--- config.mk ---
export PLATFORM = sky130hd
export DESIGN_NAME = rep_sequencer_ex
export DESIGN_NICKNAME = d
export VERILOG_FILES = /design/src/rtl/ex_seq_pkg.sv /design/src/rtl/stride_gen_ex.sv /design/src/rtl/rep_sequencer_ex.sv
export SDC_FILE = /design/constraint.sdc
export NUM_CORES = 1
export LEC_CHECK = 0
export CELL_PAD_IN_SITES_DETAIL_PLACEMENT = 0
export CELL_PAD_IN_SITES_GLOBAL_PLACEMENT = 1
export CORE_MARGIN = 2
export CORE_UTILIZATION = 31
export CTS_CLUSTER_SIZE = 30
export DETAILED_ROUTE_END_ITERATION = 10
export PLACE_DENSITY_LB_ADDON = 0.1
export SYNTH_ARGS = -nofsm -noshare
export SYNTH_HDL_FRONTEND = slang
export SYNTH_SLANG_ARGS = --single-unit
--- constraint.sdc ---
create_clock -name CLK -period 2.9 [get_ports CLK]
set_input_delay 0.29 -clock CLK [delete_from_list [all_inputs] [get_ports CLK]]
set_output_delay 0.29 -clock CLK [all_outputs]
set_load 0.02 [all_outputs]
--- src/rtl/ex_seq_pkg.sv ---
// Shared definitions for the REP string-instruction sequencer:
// FSM state encoding, data-size codes and address-stride magnitudes.
package ex_seq_pkg;

  typedef enum logic [1:0] {
    ST_IDLE   = 2'd0,
    ST_FIRST  = 2'd1,
    ST_SECOND = 2'd2,
    ST_DONE   = 2'd3
  } seq_state_e;

  localparam logic [1:0] DSZ_BYTE  = 2'd0;
  localparam logic [1:0] DSZ_WORD  = 2'd1;
  localparam logic [1:0] DSZ_DWORD = 2'd2;

  localparam logic [31:0] STRIDE_BYTE  = 32'd1;
  localparam logic [31:0] STRIDE_WORD  = 32'd2;
  localparam logic [31:0] STRIDE_DWORD = 32'd4;

  // Unsigned stride magnitude for a data-size code; unknown codes fall back to byte.
  function automatic logic [31:0] stride_mag(input logic [1:0] dsz);
    case (dsz)
      DSZ_WORD:  stride_mag = STRIDE_WORD;
      DSZ_DWORD: stride_mag = STRIDE_DWORD;
      default:   stride_mag = STRIDE_BYTE;
    endcase
  endfunction

endpackage

--- src/rtl/stride_gen_ex.sv ---
// Maps {data size, direction flag} to the signed 32-bit ESI/EDI delta.
// DF = 1 walks memory downwards, giving the two's-complement negative stride.
module stride_gen_ex
  import ex_seq_pkg::*;
(
  input  logic [1:0]  datasize,
  input  logic        df,
  output logic [31:0] stride
);

  logic [31:0] mag;

  // Select magnitude from size, then negate when walking downwards.
  always_comb begin
    mag    = stride_mag(datasize);
    stride = df ? (~mag + 32'd1) : mag;
  end

endmodule

--- src/rtl/rep_sequencer_ex.sv ---
// REP/REPE/REPNE string-instruction sequencer for the execute stage.
// Holds the instruction in EX, issues one uop per iteration (MOVS/STOS) or a
// first/second uop pair (CMPS), decrements ECX and ends on exhaustion or ZF.
// Optional build macro REP_SEQ_PERF_CNT_EN adds a saturating iteration counter
// on output SEQ_iter_cnt.
module rep_sequencer_ex
  import ex_seq_pkg::*;
#(
  parameter int CNT_W = 32
) (
  input  logic             CLK,
  input  logic             CLR,
  input  logic             EX_V,
  input  logic             EX_is_rep,
  input  logic             EX_is_cmps,
  input  logic             EX_de_repne,
  input  logic [CNT_W-1:0] EX_ECX,
  input  logic [1:0]       EX_de_datasize_all,
  input  logic             EX_DF,
  input  logic             ZF_in,
  input  logic             WB_stall,
  output logic             SEQ_busy,
  output logic             SEQ_uop_v,
  output logic             SEQ_cmps_first_uop,
  output logic             SEQ_cmps_second_uop,
  output logic [CNT_W-1:0] SEQ_ecx,
  output logic             SEQ_ld_ecx,
  output logic [31:0]      SEQ_stride,
  output logic             SEQ_done
`ifdef REP_SEQ_PERF_CNT_EN
  ,
  output logic [31:0]      SEQ_iter_cnt
`endif
);

  seq_state_e       state_q, state_d;
  logic [CNT_W-1:0] count_q, count_d;
  logic             is_cmps_q, is_cmps_d;
  logic             repne_q, repne_d;
  logic [31:0]      stride_q, stride_d;
  logic             uop_v_q, uop_v_d;
  logic             first_q, first_d;
  logic             second_q, second_d;
  logic             ld_ecx_q, ld_ecx_d;
  logic             done_q, done_d;

  logic             start;
  logic             dec_en;
  logic [CNT_W-1:0] count_dec;
  logic             count_last;
  logic [31:0]      stride_w;

  stride_gen_ex u_stride (
    .datasize (EX_de_datasize_all),
    .df       (EX_DF),
    .stride   (stride_w)
  );

  // Next-state, counter and registered-output computation; WB_stall freezes everything.
  always_comb begin
    state_d    = state_q;
    count_d    = count_q;
    is_cmps_d  = is_cmps_q;
    repne_d    = repne_q;
    stride_d   = stride_q;
    dec_en     = 1'b0;
    count_dec  = count_q - CNT_W'(1);
    count_last = (count_dec == '0);
    start      = (state_q == ST_IDLE) & EX_V & EX_is_rep & ~WB_stall;

    if (!WB_stall) begin
      case (state_q)
        ST_IDLE: begin
          if (start) begin
            stride_d = stride_w;
            if (EX_ECX == '0) begin
              state_d = ST_DONE;
            end else begin
              count_d   = EX_ECX;
              is_cmps_d = EX_is_cmps;
              repne_d   = EX_de_repne;
              state_d   = ST_FIRST;
            end
          end
        end
        ST_FIRST: begin
          if (is_cmps_q) begin
            state_d = ST_SECOND;
          end else begin
            dec_en  = 1'b1;
            count_d = count_dec;
            state_d = count_last ? ST_DONE : ST_FIRST;
          end
        end
        ST_SECOND: begin
          dec_en  = 1'b1;
          count_d = count_dec;
          if (count_last | (repne_q & ZF_in) | (~repne_q & ~ZF_in))
            state_d = ST_DONE;
          else
            state_d = ST_FIRST;
        end
        ST_DONE: state_d = ST_IDLE;
        default: state_d = ST_IDLE;
      endcase
    end

    // Outputs are a pure decode of the state being entered, so they hold while frozen.
    uop_v_d  = (state_d == ST_FIRST) | (state_d == ST_SECOND);
    first_d  = (state_d == ST_FIRST) & is_cmps_d;
    second_d = (state_d == ST_SECOND);
    ld_ecx_d = ((state_d == ST_FIRST) & ~is_cmps_d) | (state_d == ST_SECOND);
    done_d   = (state_d == ST_DONE);
  end

  // FSM, iteration state and registered outputs; CLR aborts immediately.
  always_ff @(posedge CLK or posedge CLR) begin
    if (CLR) begin
      state_q   <= ST_IDLE;
      count_q   <= '0;
      is_cmps_q <= 1'b0;
      repne_q   <= 1'b0;
      stride_q  <= STRIDE_BYTE;
      uop_v_q   <= 1'b0;
      first_q   <= 1'b0;
      second_q  <= 1'b0;
      ld_ecx_q  <= 1'b0;
      done_q    <= 1'b0;
    end else begin
      state_q   <= state_d;
      count_q   <= count_d;
      is_cmps_q <= is_cmps_d;
      repne_q   <= repne_d;
      stride_q  <= stride_d;
      uop_v_q   <= uop_v_d;
      first_q   <= first_d;
      second_q  <= second_d;
      ld_ecx_q  <= ld_ecx_d;
      done_q    <= done_d;
    end
  end

`ifdef REP_SEQ_PERF_CNT_EN
  logic [31:0] iter_cnt_q, iter_cnt_d;

  // Saturating count of decrements issued since reset.
  always_comb begin
    iter_cnt_d = iter_cnt_q;
    if (dec_en && (iter_cnt_q != 32'hFFFF_FFFF))
      iter_cnt_d = iter_cnt_q + 32'd1;
  end

  // Performance counter register.
  always_ff @(posedge CLK or posedge CLR) begin
    if (CLR) iter_cnt_q <= '0;
    else     iter_cnt_q <= iter_cnt_d;
  end

  assign SEQ_iter_cnt = iter_cnt_q;
`endif

  // Busy is combinational on start so the EX/DE latches hold in the accepting cycle.
  always_comb begin
    SEQ_busy = start | (state_q == ST_FIRST) | (state_q == ST_SECOND);
    SEQ_ecx  = ld_ecx_q ? (count_q - CNT_W'(1)) : count_q;
  end

  assign SEQ_uop_v           = uop_v_q;
  assign SEQ_cmps_first_uop  = first_q;
  assign SEQ_cmps_second_uop = second_q;
  assign SEQ_ld_ecx          = ld_ecx_q;
  assign SEQ_stride          = stride_q;
  assign SEQ_done            = done_q;

endmodule

==> results <==
-- placed cells by master (no fill, tap or decap), types with 4 or more instances in the layout --
| cell | netlist | layout |
|---|---|---|
| sky130_fd_sc_hd__clkdlybuf4s50_1 | 0 | 83 |
| sky130_fd_sc_hd__nor4_1 | 13 | 8 |
| sky130_fd_sc_hd__mux2i_1 | 4 | 4 |
| sky130_fd_sc_hd__dlymetal6s2s_1 | 0 | 4 |
| sky130_fd_sc_hd__nand2_1 | 56 | 56 |
| sky130_fd_sc_hd__nor4_2 | 2 | 6 |
| sky130_fd_sc_hd__dfrtp_1 | 45 | 45 |
| sky130_fd_sc_hd__o21ai_0 | 5 | 4 |
| sky130_fd_sc_hd__buf_4 | 27 | 117 |
| sky130_fd_sc_hd__ha_1 | 11 | 8 |
| sky130_fd_sc_hd__nor3_2 | 1 | 4 |
| sky130_fd_sc_hd__nand4_1 | 6 | 6 |
| sky130_fd_sc_hd__dlygate4sd2_1 | 0 | 18 |
| sky130_fd_sc_hd__nor3_1 | 12 | 8 |
| sky130_fd_sc_hd__o22a_1 | 29 | 29 |
| sky130_fd_sc_hd__inv_2 | 1 | 4 |
| sky130_fd_sc_hd__xnor2_1 | 41 | 41 |
| sky130_fd_sc_hd__nor2_1 | 55 | 53 |
| sky130_fd_sc_hd__a31oi_1 | 27 | 27 |
| sky130_fd_sc_hd__clkbuf_16 | 0 | 5 |
| sky130_fd_sc_hd__a21oi_1 | 32 | 31 |
| sky130_fd_sc_hd__nand3_1 | 10 | 8 |
| sky130_fd_sc_hd__inv_1 | 23 | 20 |
-- through the flow --
step	TNS, ps	cells	util, %
6_report	0	834	49.9
5_1_grt	-158	834	49.9
4_1_cts	-101	827	48.5
3_3_place_gp	-870	819	47.3
3_5_place_dp	-1320	819	47.3
2_1_floorplan	0	493	-
-- worst register-to-register path: stages (launching register included) --
cell                      delay (ps)
sky130_fd_sc_hd__dfrtp_1         410
sky130_fd_sc_hd__inv_2            90
sky130_fd_sc_hd__ha_4            130
sky130_fd_sc_hd__or3b_4          420
sky130_fd_sc_hd__nor3_4          160
sky130_fd_sc_hd__xnor2_1         150
sky130_fd_sc_hd__nand4_1         170
sky130_fd_sc_hd__or4_4           460
sky130_fd_sc_hd__nor4_4          300
sky130_fd_sc_hd__a21oi_2          90
sky130_fd_sc_hd__ha_2            180
sky130_fd_sc_hd__a21o_1          150
-- layer usage --
| metal | vias to the layer above | wire length, um | global-route usage (%) |
|---|---|---|---|
| li1 | 2042 | - | - |
| met1 | 1911 | 5930 | 26.0 |
| met2 | 123 | 5800 | 31.0 |
| met3 | 9 | 649 | 2.67 |
| met4 | 0 | 127 | 5.00 |
| met5 | - | 0 | 0 |
-- report_power, final --
group,internal (uW),leakage (uW),total [uW],switching (uW)
combinational,2010,0.00186,4400,2390
sequential,961,0.000526,1290,327
clock,343,0.0000739,609,266
total,3320,0.00246,6300,2980
-- registers in the layout, indices dropped and copies added (netlist names) --
register and cells:
SEQ_stride 5, state_q 2, SEQ_uop_v 1, SEQ_cmps_second_uop 1
SEQ_done 1, count_q 32, is_cmps_q 1, SEQ_cmps_first_uop 1
repne_q 1, SEQ_ld_ecx 1
-- cells by family after synthesis --
logic type | after synthesis
AOI/OAI and AO/OA | 107
xor gates and xnor gates | 44
adders and majority gates | 11
buffers and inverters | 92
DFF | 46
muxes | 5
and+or+nand+nor | 188
-- worst min-delay path by stage --
| stage | from | end | slack, ps | cells after the start |
|---|---|---|---|---|
| 2_1_floorplan | EX_DF | SEQ_stride[29] | 410 | 2 |
| 3_3_place_gp | SEQ_stride[0] | SEQ_stride[0] | 450 | 2 |
| 6_report | CLR | state_q[1] | 290 | 2 |
| 3_5_place_dp | SEQ_stride[0] | SEQ_stride[0] | 460 | 2 |
| 5_1_grt | CLR | state_q[1] | 330 | 2 |
| 4_1_cts | CLR | state_q[1] | 300 | 2 |
-- timing repair --
item	in CTS	in global routing
gates resized for setup	39	36
endpoints found under the setup margin	28	25
pin swaps	0	12
buffers inserted	0	7
-- cell type report --
| class | count | area [um2] |
|---|---|---|
| clock buffer | 7 | 143 |
| clock inverter | 1 | 5.00 |
| fill | 1212 | 6070 |
| inverter | 24 | 90.1 |
| multi-input combinational | 355 | 2380 |
| sequential | 46 | 1150 |
| tap | 168 | 210 |
| timing repair buffer | 233 | 2050 |
==> summary by stage <==
Run status
The flow ran to the end, and the final reports show no timing, DRC or antenna violations.

Setup path
Together, buffers and inverters on the worst path number 2. The worst-case register-to-register setup slack is between 70 and 80 ps. The slowest stage of the critical path is the sky130_fd_sc_hd__or4_1 cell. The worst register-to-register path begins at count_q[1].

The capture point of the worst reg-to-reg path is SEQ_ld_ecx. The type of the worst setup path is reg -> out. The data arrival time at the worst-slack endpoint is around 2500 ps.

The source of the critical timing path is count_q[0]. The kind of end point of the critical path is an output pin. In this run the number of cells on the critical path is 8.

Data on the critical path is required at its endpoint by 2610 ps. The critical path goes through buf_4 > or4_1 > or3_4 > or3_4 > nor3_4 > nand2_1 > xnor2_1 > buf_4. In this run the worst path has a maximum fanout of 3. The peak per-stage delay on the critical path is between 400 and 500 ps. Measured in cells, the most critical reg-to-reg path has a length of 11. The timing endpoint of the critical path is SEQ_ecx[13]. The family with the most delay on the worst path is simple AND/OR/NAND/NOR gates. The worst setup path is launched from a flip-flop.

Floorplan
In this run the vertical extent of the chip is between 100 and 150 um. The x dimension of the die is roughly 120 um. After floorplanning, the core was sized to cover roughly 0.012 mm2. Pin placement for this block handled approximately 110 I/O pins.

After floorplanning, the core was divided into 40 placement rows. For this configuration, the core starts out at a cell density of 32.0%. The overall die area is 0.0134 mm2.

Synthesis
The most used flip-flop cell after synthesis is sky130_fd_sc_hd__dfrtp_1. The area fraction in and, or, nand and nor cells after synthesis is 24.6%. The arithmetic-cell share of the synthesized area counting full adders, half adders and majority gates is 3.56%.

The multiplexer share of the synthesized area is 1.33%. Averaged over all synthesized cells, the footprint is between 7 and 8 um2. Ranked by total cell area, the synthesized netlist is headed by sky130_fd_sc_hd__dfrtp_1 (29%), sky130_fd_sc_hd__xnor2_1 (9.3%), sky130_fd_sc_hd__o22a_1 (6.6%). During synthesis, Yosys emitted a total of 0 warnings.

The proportion of register bits with asynchronous set or reset after synthesis is 100%. The area share of xor/xnor cells in the synthesized design is under 10%. After technology mapping, the gate count stands at 493. After synthesis, the largest family of logic cells by area is simple AND/OR/NAND/NOR gates. The post-synthesis sequential area ratio is roughly 30%. After synthesis the netlist holds a flip-flop and latch count of 46.

Sorting the synthesized cells by how often they occur yields sky130_fd_sc_hd__nand2_1 (56), sky130_fd_sc_hd__nor2_1 (55), sky130_fd_sc_hd__dfrtp_1 (45). sky130_fd_sc_hd__dfrtp_1 takes more of the synthesized area than any other cell. The cell area that synthesis handed to floorplanning was 0.00387 mm2. The area fraction of the dominant cell type after synthesis is between 20% and 30%. The number of flops mapped to enable cells by yosys is 0.

Yosys instantiated no cell more often than sky130_fd_sc_hd__nand2_1. The complex-gate fraction of the synthesized area is a little under a fifth. The number of nets in the synthesized netlist is roughly 550. The number of distinct library cells after synthesis is 53.

Final layout
The net total in the final layout is 719. The final standard cell area without fillers is between 0.006 and 0.007 mm2. The share of cells above drive strength 1 is between 20% and 30%.

The number of antenna diodes is 0. The area overhead of the layout relative to synthesis is 56.0%.

Placement
The placer congestion estimate is 0.830. In this run the tool buffered the top-level ports with 112 buffer cells. The placed standard-cell area is ~0.0057 mm2.

The post-placement worst setup slack is -290 ps. The HPWL after detailed placement is a little over 9 mm.

Clocking
TritonCTS built the clock tree. The clock latency at the later pin of the worst-skew pair is roughly 300 ps. Clock tree synthesis inserted a total of 5 buffers. The H-tree depth reported by CTS is 2. The maximum buffer depth of the clock tree is 2. The CTS root buffer is sky130_fd_sc_hd__clkbuf_16. The TritonCTS sink count is between 40 and 50. The count of hold buffers inserted by post-cts repair is 0. The clock input transition at the sequential cells of the worst setup and hold paths is about 70 ps.

Route
For this block, the initial DRC count from the detailed router was 166. The pre-antenna-repair detailed-routing pass consisted of 4 iterations. The remaining antenna violation count is 0. For this block, the routed nets add up to 12.5 mm of wire. The post-detailed-route wirelength per cell is between 15 and 20 um.

The overall via count from detail_route is slightly above 4000. The ratio of routed vias to standard cells is just under 5. After detailed routing, the number of remaining DRC violations is 0.

Global routing
The aggregate global routing overflow is 0. The overall global routing resource usage is a little under a fifth. The first global-routing pass estimated slightly below 20 mm of wire. The initial antenna violation count is 0. The via count of the first global-routing pass was 3896.

Entering global routing, the biggest net connects between 90 and 100 pins.

STA
The final number of hold-violating endpoints came to 0. Based on the critical path, the design can be clocked at up to approximately 350 MHz. The final-report setup violation count is 0.

Counting I/O delays and the setup requirement, the final critical path takes ~2800 ps. At the pin with the least slew margin, the transition time is approximately 420 ps. Dividing the final minimum period by the clock period gives approximately 97%. The tightest slew margin relative to the limit is 71.4%.

Setup repair after global routing could not meet its margin everywhere. The final setup skew is 8.14 ps. The worst path meets setup with between 70 and 80 ps of slack. The final max-slew violation count is 0. The final-layout worst hold slack is slightly below 300 ps.

Power and ir drop
The total power after layout is roughly 6300 uW. The peak supply drop is roughly 530 uV. The leakage power is around 0.0025 uW. The power density over cell area is 1040 mW/mm2.

Min path
The type of the worst min-delay path is in -> async.

Flow run
Across the run, the number of max-cap violations was 0.
Note: power is estimated with default switching activity, not from simulation.
